==> config.mk <==
export PLATFORM = sky130hd
export DESIGN_NAME = arq_ecc_fifo
export DESIGN_NICKNAME = d
export VERILOG_FILES = /design/src/rtl/arq_ecc_pkg.sv /design/src/rtl/arq_ecc_fifo_secded_codec.sv /design/src/rtl/arq_ecc_fifo.sv
export SDC_FILE = /design/constraint.sdc
export NUM_CORES = 1
export LEC_CHECK = 0
export CAP_MARGIN = 20
export CELL_PAD_IN_SITES_DETAIL_PLACEMENT = 1
export CELL_PAD_IN_SITES_GLOBAL_PLACEMENT = 2
export CORE_MARGIN = 4
export CORE_UTILIZATION = 40
export CTS_CLUSTER_SIZE = 20
export DETAILED_ROUTE_END_ITERATION = 6
export DONT_BUFFER_PORTS = 1
export GPL_ROUTABILITY_DRIVEN = 0
export PLACE_DENSITY = 0.84
export SLEW_MARGIN = 20
export SYNTH_ARGS = -nofsm -noshare
export SYNTH_HDL_FRONTEND = slang
export SYNTH_SLANG_ARGS = --single-unit
==> constraint.sdc <==
create_clock -name clk -period 2.9 [get_ports clk]
set_input_delay 0.29 -clock clk [delete_from_list [all_inputs] [get_ports clk]]
set_output_delay 0.29 -clock clk [all_outputs]
set_load 0.05 [all_outputs]
==> src/rtl/arq_ecc_pkg.sv <==
// Shared types and SEC-DED helpers for the ARQ FIFO.
// Functions work on the widest supported payload; callers size-cast the results.
package arq_ecc_pkg;

  localparam int MAX_DW    = 16;
  localparam int MAX_P     = 5;
  localparam int MAX_CW    = MAX_DW + MAX_P + 1;
  localparam int MAX_DW_AW = $clog2(MAX_DW);
  localparam int MAX_CW_AW = $clog2(MAX_CW);

  typedef enum logic [1:0] {
    ST_IDLE  = 2'd0,
    ST_READ  = 2'd1,
    ST_CHECK = 2'd2
  } arq_state_e;

  typedef enum logic [1:0] {
    ERR_NONE        = 2'b00,
    ERR_SINGLE      = 2'b01,
    ERR_DOUBLE      = 2'b10,
    ERR_DOUBLE_ONCE = 2'b11
  } err_mode_e;

  // Flags sit in the LSBs so a (DATA_W+2)-bit cast keeps data and both flags.
  typedef struct packed {
    logic [MAX_DW-1:0] data;
    logic              single_err;
    logic              double_err;
  } dec_res_t;

  function automatic int ecc_parity_bits(input int dw);
    int p;
    p = MAX_P;
    for (int k = MAX_P; k >= 1; k--) begin
      if ((1 << k) >= dw + k + 1) p = k;
    end
    return p;
  endfunction

  // Bit 0 is overall parity; bits 1..n follow Hamming positions.
  function automatic logic [MAX_CW-1:0] ecc_encode(input logic [MAX_DW-1:0] data, input int dw);
    logic [MAX_CW-1:0] cw;
    int                np;
    int                n;
    int                di;
    logic              b;
    np = ecc_parity_bits(dw);
    n  = dw + np;
    di = 0;
    cw = '0;
    for (int pos = 1; pos < MAX_CW; pos++) begin
      if (pos <= n && (pos & (pos - 1)) != 0) begin
        cw[MAX_CW_AW'(pos)] = data[MAX_DW_AW'(di)];
        di = di + 1;
      end
    end
    for (int k = 0; k < MAX_P; k++) begin
      if (k < np) begin
        b = 1'b0;
        for (int pos = 1; pos < MAX_CW; pos++) begin
          if (pos <= n && ((pos >> k) & 1) != 0) b = b ^ cw[MAX_CW_AW'(pos)];
        end
        cw[MAX_CW_AW'(1 << k)] = b;
      end
    end
    cw[0] = ^cw[MAX_CW-1:1];
    return cw;
  endfunction

  function automatic dec_res_t ecc_decode(input logic [MAX_CW-1:0] cw_in, input int dw);
    dec_res_t          res;
    logic [MAX_CW-1:0] cw;
    int                np;
    int                n;
    int                di;
    int                syn;
    logic              overall;
    logic              b;
    np      = ecc_parity_bits(dw);
    n       = dw + np;
    cw      = cw_in;
    syn     = 0;
    overall = ^cw_in;
    for (int k = 0; k < MAX_P; k++) begin
      if (k < np) begin
        b = 1'b0;
        for (int pos = 1; pos < MAX_CW; pos++) begin
          if (pos <= n && ((pos >> k) & 1) != 0) b = b ^ cw[MAX_CW_AW'(pos)];
        end
        if (b) syn = syn | (1 << k);
      end
    end
    res.single_err = overall;
    res.double_err = !overall && (syn != 0);
    if (overall && syn != 0 && syn <= n) cw[MAX_CW_AW'(syn)] = ~cw[MAX_CW_AW'(syn)];
    res.data = '0;
    di = 0;
    for (int pos = 1; pos < MAX_CW; pos++) begin
      if (pos <= n && (pos & (pos - 1)) != 0) begin
        res.data[MAX_DW_AW'(di)] = cw[MAX_CW_AW'(pos)];
        di = di + 1;
      end
    end
    return res;
  endfunction

endpackage

==> src/rtl/arq_ecc_fifo_secded_codec.sv <==
// Combinational extended-Hamming encoder and decoder for one payload width.
module secded_codec
  import arq_ecc_pkg::*;
#(
  parameter  int DATA_W = 4,
  localparam int CW     = DATA_W + ecc_parity_bits(DATA_W) + 1
) (
  input  logic [DATA_W-1:0] i_enc_data,
  output logic [CW-1:0]     o_enc_cw,
  input  logic [CW-1:0]     i_dec_cw,
  output logic [DATA_W-1:0] o_dec_data,
  output logic              o_dec_single,
  output logic              o_dec_double
);

  assign o_enc_cw = CW'(ecc_encode(MAX_DW'(i_enc_data), DATA_W));

  assign {o_dec_data, o_dec_single, o_dec_double} =
    (DATA_W + 2)'(ecc_decode(MAX_CW'(i_dec_cw), DATA_W));

endmodule

==> src/rtl/arq_ecc_fifo.sv <==
// SEC-DED protected FIFO with bounded re-read on uncorrectable errors.
// Reads run IDLE -> READ -> CHECK; a double error sends the FSM back to READ.
module arq_ecc_fifo
  import arq_ecc_pkg::*;
#(
  parameter int DATA_W    = 4,
  parameter int DEPTH     = 8,
  parameter int MAX_RETRY = 3
) (
  input  logic                           clk,
  input  logic                           rst_n,
  input  logic                           wr_en,
  input  logic                           rd_en,
  input  logic [DATA_W-1:0]              data_in,
  input  logic [1:0]                     err_mode,
  output logic [DATA_W-1:0]              data_out,
  output logic                           ack,
  output logic                           nack,
  output logic                           corr,
  output logic                           fail,
  output logic                           full,
  output logic                           empty,
  output logic [$clog2(MAX_RETRY+1)-1:0] retry_cnt
);

  localparam int CW = DATA_W + ecc_parity_bits(DATA_W) + 1;
  localparam int AW = $clog2(DEPTH);
  localparam int RW = $clog2(MAX_RETRY + 1);

  localparam logic [AW-1:0] PTR_ONE    = AW'(1);
  localparam logic [AW:0]   CNT_ONE    = (AW + 1)'(1);
  localparam logic [AW:0]   CNT_FULL   = (AW + 1)'(DEPTH);
  localparam logic [RW-1:0] RETRY_ONE  = RW'(1);
  localparam logic [RW-1:0] RETRY_MAX  = RW'(MAX_RETRY);
  localparam logic [CW-1:0] MASK_BIT0  = CW'(1);
  localparam logic [CW-1:0] MASK_BIT01 = CW'(3);

  logic [CW-1:0]     r_mem [DEPTH];
  logic [AW-1:0]     r_wr_ptr;
  logic [AW-1:0]     r_rd_ptr;
  logic [AW:0]       r_count;
  logic [AW:0]       w_count_nxt;
  arq_state_e        r_state;
  arq_state_e        w_state_nxt;
  logic [CW-1:0]     r_cw;
  logic [CW-1:0]     w_wr_cw;
  logic [CW-1:0]     w_mask;
  logic [DATA_W-1:0] w_dec_data;
  logic              w_dec_single;
  logic              w_dec_double;
  logic [DATA_W-1:0] r_data_out;
  logic              r_ack;
  logic              r_nack;
  logic              r_corr;
  logic              r_fail;
  logic              r_full;
  logic              r_empty;
  logic [RW-1:0]     r_retry;
  logic              w_push;
  logic              w_pop;
  logic              w_ack;
  logic              w_nack;
  logic              w_corr;
  logic              w_fail;
  logic              w_retry_inc;

  secded_codec #(.DATA_W(DATA_W)) u_codec (
    .i_enc_data   (data_in),
    .o_enc_cw     (w_wr_cw),
    .i_dec_cw     (r_cw),
    .o_dec_data   (w_dec_data),
    .o_dec_single (w_dec_single),
    .o_dec_double (w_dec_double)
  );

  assign w_push = wr_en && !r_full;

  // Storage is not reset; stale entries are unreachable once pointers clear.
  always_ff @(posedge clk) begin
    if (w_push) r_mem[r_wr_ptr] <= w_wr_cw;
  end

  always_comb begin
    w_mask = '0;
    case (err_mode)
      ERR_NONE:        w_mask = '0;
      ERR_SINGLE:      w_mask = MASK_BIT0;
      ERR_DOUBLE:      w_mask = MASK_BIT01;
      ERR_DOUBLE_ONCE: begin
        if (r_retry == '0) w_mask = MASK_BIT01;
        else               w_mask = '0;
      end
      default:         w_mask = '0;
    endcase
  end

  always_ff @(posedge clk) begin
    if (!rst_n) r_state <= ST_IDLE;
    else        r_state <= w_state_nxt;
  end

  // Next state plus the one-cycle strobes that get registered below.
  always_comb begin
    w_state_nxt = r_state;
    w_pop       = 1'b0;
    w_ack       = 1'b0;
    w_nack      = 1'b0;
    w_corr      = 1'b0;
    w_fail      = 1'b0;
    w_retry_inc = 1'b0;
    case (r_state)
      ST_IDLE: begin
        if (rd_en && !r_empty) w_state_nxt = ST_READ;
        else                   w_state_nxt = ST_IDLE;
      end
      ST_READ: w_state_nxt = ST_CHECK;
      ST_CHECK: begin
        if (w_dec_double) begin
          w_nack = 1'b1;
          if (r_retry < RETRY_MAX) begin
            w_retry_inc = 1'b1;
            w_state_nxt = ST_READ;
          end else begin
            w_fail      = 1'b1;
            w_pop       = 1'b1;
            w_state_nxt = ST_IDLE;
          end
        end else begin
          w_ack       = 1'b1;
          w_corr      = w_dec_single;
          w_pop       = 1'b1;
          w_state_nxt = ST_IDLE;
        end
      end
      default: w_state_nxt = ST_IDLE;
    endcase
  end

  always_comb begin
    w_count_nxt = r_count;
    case ({w_push, w_pop})
      2'b10:   w_count_nxt = r_count + CNT_ONE;
      2'b01:   w_count_nxt = r_count - CNT_ONE;
      default: w_count_nxt = r_count;
    endcase
  end

  always_ff @(posedge clk) begin
    if (!rst_n) begin
      r_wr_ptr   <= '0;
      r_rd_ptr   <= '0;
      r_count    <= '0;
      r_full     <= 1'b0;
      r_empty    <= 1'b1;
      r_cw       <= '0;
      r_retry    <= '0;
      r_data_out <= '0;
      r_ack      <= 1'b0;
      r_nack     <= 1'b0;
      r_corr     <= 1'b0;
      r_fail     <= 1'b0;
    end else begin
      if (w_push) r_wr_ptr <= r_wr_ptr + PTR_ONE;
      if (w_pop)  r_rd_ptr <= r_rd_ptr + PTR_ONE;
      r_count <= w_count_nxt;
      r_full  <= (w_count_nxt == CNT_FULL);
      r_empty <= (w_count_nxt == '0);
      if (r_state == ST_READ) r_cw <= r_mem[r_rd_ptr] ^ w_mask;
      if (w_pop)            r_retry <= '0;
      else if (w_retry_inc) r_retry <= r_retry + RETRY_ONE;
      if (w_ack) r_data_out <= w_dec_data;
      r_ack  <= w_ack;
      r_nack <= w_nack;
      r_corr <= w_corr;
      r_fail <= w_fail;
    end
  end

  assign data_out  = r_data_out;
  assign ack       = r_ack;
  assign nack      = r_nack;
  assign corr      = r_corr;
  assign fail      = r_fail;
  assign full      = r_full;
  assign empty     = r_empty;
  assign retry_cnt = r_retry;

endmodule

==> reports/results.tsv <==
stage	metric	value	unit
yosys	Synthesized Nets	347	
critical_path	startpoint types	flip-flop	
cts	clk sinks	99	
sta	Worst-Margin Slew	0.793	ns
final_layout	ant diodes	0	
global_route	antenna violations before repair	0	
cts	H-Tree Depth	3	
global_route	number of global-route vias before repair	2804	
global_route	final global-route overflow total	0	
power_and_ir_drop	Max VDD drop	0.000485	V
final_layout	Cell Count, Final, Fillers Out	493	
placement	pre-CTS setup slack	0.107	ns
final_layout	Final #Nets	370	
floorplan	DIE WIDTH	113	µm
yosys	area share of the largest cell type after synthesis	0.438	
yosys	Mapped Avg Cell Area	13.2	µm²
yosys	ys async rst share	0	
hold_path	Hold Crit Depth	1	
detailed_routing	Routed met3 length	386	µm
sta	Final Setup Violations	0	
yosys	Yosys cell types	51	
detailed_routing	WL final	8.80	mm
final_layout	FF+latch area	2630	µm²
sta	Slew Limit Headroom	0.471	
cts	CTS buffer count	9	
cts	clk root buf	clkbuf_8	
detailed_routing	routed len/inst	17.9	µm
final_layout	commonest non-fill, non-tap cell in the layout	edfxtp_1	
floorplan	Die H	113	µm
critical_path	Setup CP Type	flip-flop to flip-flop	
cts	clk_lat worst skew	0.37	ns
detailed_routing	Top Layer Used	met4	
placement	Placed Cells	474	
floorplan	full die area	12700	µm²
detailed_routing	met1 WL	3.70	mm
final_layout	Fill cells	1054	
sta	final hold vios	0	
global_route	first-pass GRT wire length	14.7	mm
cts	Setup Fix Bufs, Post-CTS	0	
yosys	EDFF count, synth	64	
critical_path	length in cells of the worst reg-to-reg path	12	
yosys	Synth Instances	331	
yosys	Synth Warn #	0	
critical_path	largest fanout on the critical path	5	
cts	Longest Clk Path Bufs	2	
critical_path	RR Startpoint	r_cw[3]	
critical_path	endpoint kind of the worst setup timing path	flip-flop	
hold_path	hold endpoint	r_state[1]	
detailed_routing	remaining antenna violation count after routing	0	
sta	Final period util	0.931	
critical_path	CP required	3.20	ns
yosys	ys flop type	edfxtp_1	
yosys	sequential area share after synthesis	0.598	
run_status	outcome	finished, final reports clean	
final_layout	commonest cells after routing, fill and taps aside	edfxtp_1 (64), dfxtp_1 (33), nor2_1 (32)	
floorplan	num ports	22	
yosys	#FFs+latches synth	99	
hold_path	min-delay src	rst_n	
yosys	post-synth top area cell	edfxtp_1	
floorplan	num rows	37	
detailed_routing	via count	2602	
power_and_ir_drop	Power, Total	2.83	mW
sta	skew final	0.00639	ns
power_and_ir_drop	cell leakage power	1.62	nW
critical_path	RR Endpoint	full	
cts	CTS tree	done	
detailed_routing	WL met2	4.60	mm
detailed_routing	Vias/cell	5.28	
critical_path	reg-to-reg slack, setup	0.20	ns
detailed_routing	Pre-antenna DRT Iters	4	
sta	Achievable Freq	0.371	GHz
hold_path	Hold WC Path Type	primary input to flip-flop	
critical_path	CP arrival	3.00	ns
detailed_routing	Post-route DRC	0	
placement	port bufs	0	
detailed_routing	Initial DRC Count	129	
yosys	post-synthesis cell area	4390	µm²
floorplan	core region area	10500	µm²
run	maxcap violations	0	
global_route	GRT Overall Usage	0.150	
sta	Final Worst Setup Slack	0.201	ns
final_layout	multi-input combinational cell area	1680	µm²
yosys	Area contributors post-synth	edfxtp_1 (44%), dfxtp_1 (16%), mux4_2 (8.2%)	
global_route	largest net degree at the start of global routing	26	
sta	post-layout min period	2.70	ns
final_layout	layout cells sized above 1	0.193	
final_layout	Layout area overhead	12.1	%
cts	clock slew at reported path FFs	0.09	ns
power_and_ir_drop	Power Dens Cells	576	nW/µm²
floorplan	Initial Util	0.417	
sta	max-slew violation count	0	
sta	RSZ-0062 raised after global routing	yes	
placement	HPWL after detailed placement	6.26	mm
## worst max path at each step
stage / from / end / slack [ns] / depth (start not counted)
after CTS: r_cw[3] / r_count[2] / 0.10 / 10
after floorplan: r_cw[5] / empty / 0.04 / 14
after detailed placement: r_cw[3] / r_count[2] / 0.11 / 10
after global placement: r_cw[5] / r_count[2] / 0.23 / 10
after global routing: r_cw[5] / full / -0.05 / 12
final: r_cw[3] / full / 0.20 / 12
## power by group
| part | switching [mW] | leakage (nW) | total [mW] | internal (mW) |
|---|---|---|---|---|
| logic | 0.204 | 0.665 | 0.366 | 0.162 |
| registers | 0.0466 | 0.866 | 1.60 | 1.56 |
| clock network | 0.464 | 0.0925 | 0.860 | 0.396 |
## layout make-up
type                       count  area share
clock buffer                   9      0.0252
clock inverter                 5      0.0125
inverter                       6     0.00458
multi-input combinational    208       0.341
sequential                    99       0.534
tap                          136      0.0346
timing repair buffer          30      0.0484
## what timing repair did
action	CTS	global route
resized for setup	0	7
setup endpoints to repair	0	4
endpoints found under the hold margin	33	0
hold buffers	5	0
## logic make-up (layout without fill, tap and decap cells)
kind of cell | after synthesis | in the layout | synth area share
multiplexers | 31 | 31 | 0.116
AND/OR/NAND/NOR | 97 | 97 | 0.109
AO/OA/AOI/OAI | 44 | 44 | 0.0699
XOR/XNOR | 30 | 30 | 0.0651
buffers and inverters | 24 | 50 | 0.0243
flip-flops | 99 | 99 | 0.598
adder cells (fa/ha/maj) | 6 | 6 | 0.0171
## state kept, by name, indices dropped and copies added, names as in the netlist, named ones only
| signal | flops |
|---|---|
| full | 1 |
| data_out | 4 |
| ack | 1 |
| r_state | 2 |
| r_wr_ptr | 3 |
| nack | 1 |
| r_cw | 8 |
| fail | 1 |
| r_mem | 64 |
| r_rd_ptr | 3 |
| corr | 1 |
| retry_cnt | 2 |
| empty | 1 |
| r_count | 4 |
## routing by layer
layer,up-vias,track usage
li1,1257,-
met1,1298,0.175
met2,38,0.266
met3,9,0.0497
met4,0,0.0409
met5,-,0
## through the flow
step           hold slack [ns]  setup TNS [ns]  area (µm²)   util
6_report                0.0373               0        4920  0.468
3_5_place_dp             0.388               0        4660  0.443
4_1_cts                 0.0148               0        4890  0.466
5_1_grt                 0.0195         -0.0508        4920  0.468
3_3_place_gp             0.380               0        4660  0.443
2_1_floorplan            0.370               0        4390      -
## synth_stat cells, types with 2 or more instances
library cell and count:
buf_2 4, nand2b_1 7, xor2_1 7, mux4_2 16, ha_1 6, xnor2_2 2, nor3b_1 3, nor3_1 8
o21ai_0 4, a21o_1 2, edfxtp_1 64, o21ai_1 4, inv_1 6, xnor2_1 20, a211oi_1 7, nor2_1 34
nor2b_1 6, dfxtp_1 35, a21oi_1 10, clkbuf_1 11, a31oi_1 2, o21a_1 2, and2_1 3, nand3_1 7
mux2i_1 15, nand2_1 21
## critical path, cell delays in order, from the launching register on
cell,delay (ns)
dfxtp_2,0.36
xnor2_2,0.26
xnor2_2,0.19
and4b_4,0.30
nor2_1,0.06
o21a_1,0.21
ha_1,0.26
nor2b_1,0.15
a31oi_1,0.17
o31ai_1,0.10
a2bb2oi_1,0.21
xnor2_1,0.17
nor3b_2,0.19
Note: power is estimated with default switching activity, not from simulation.
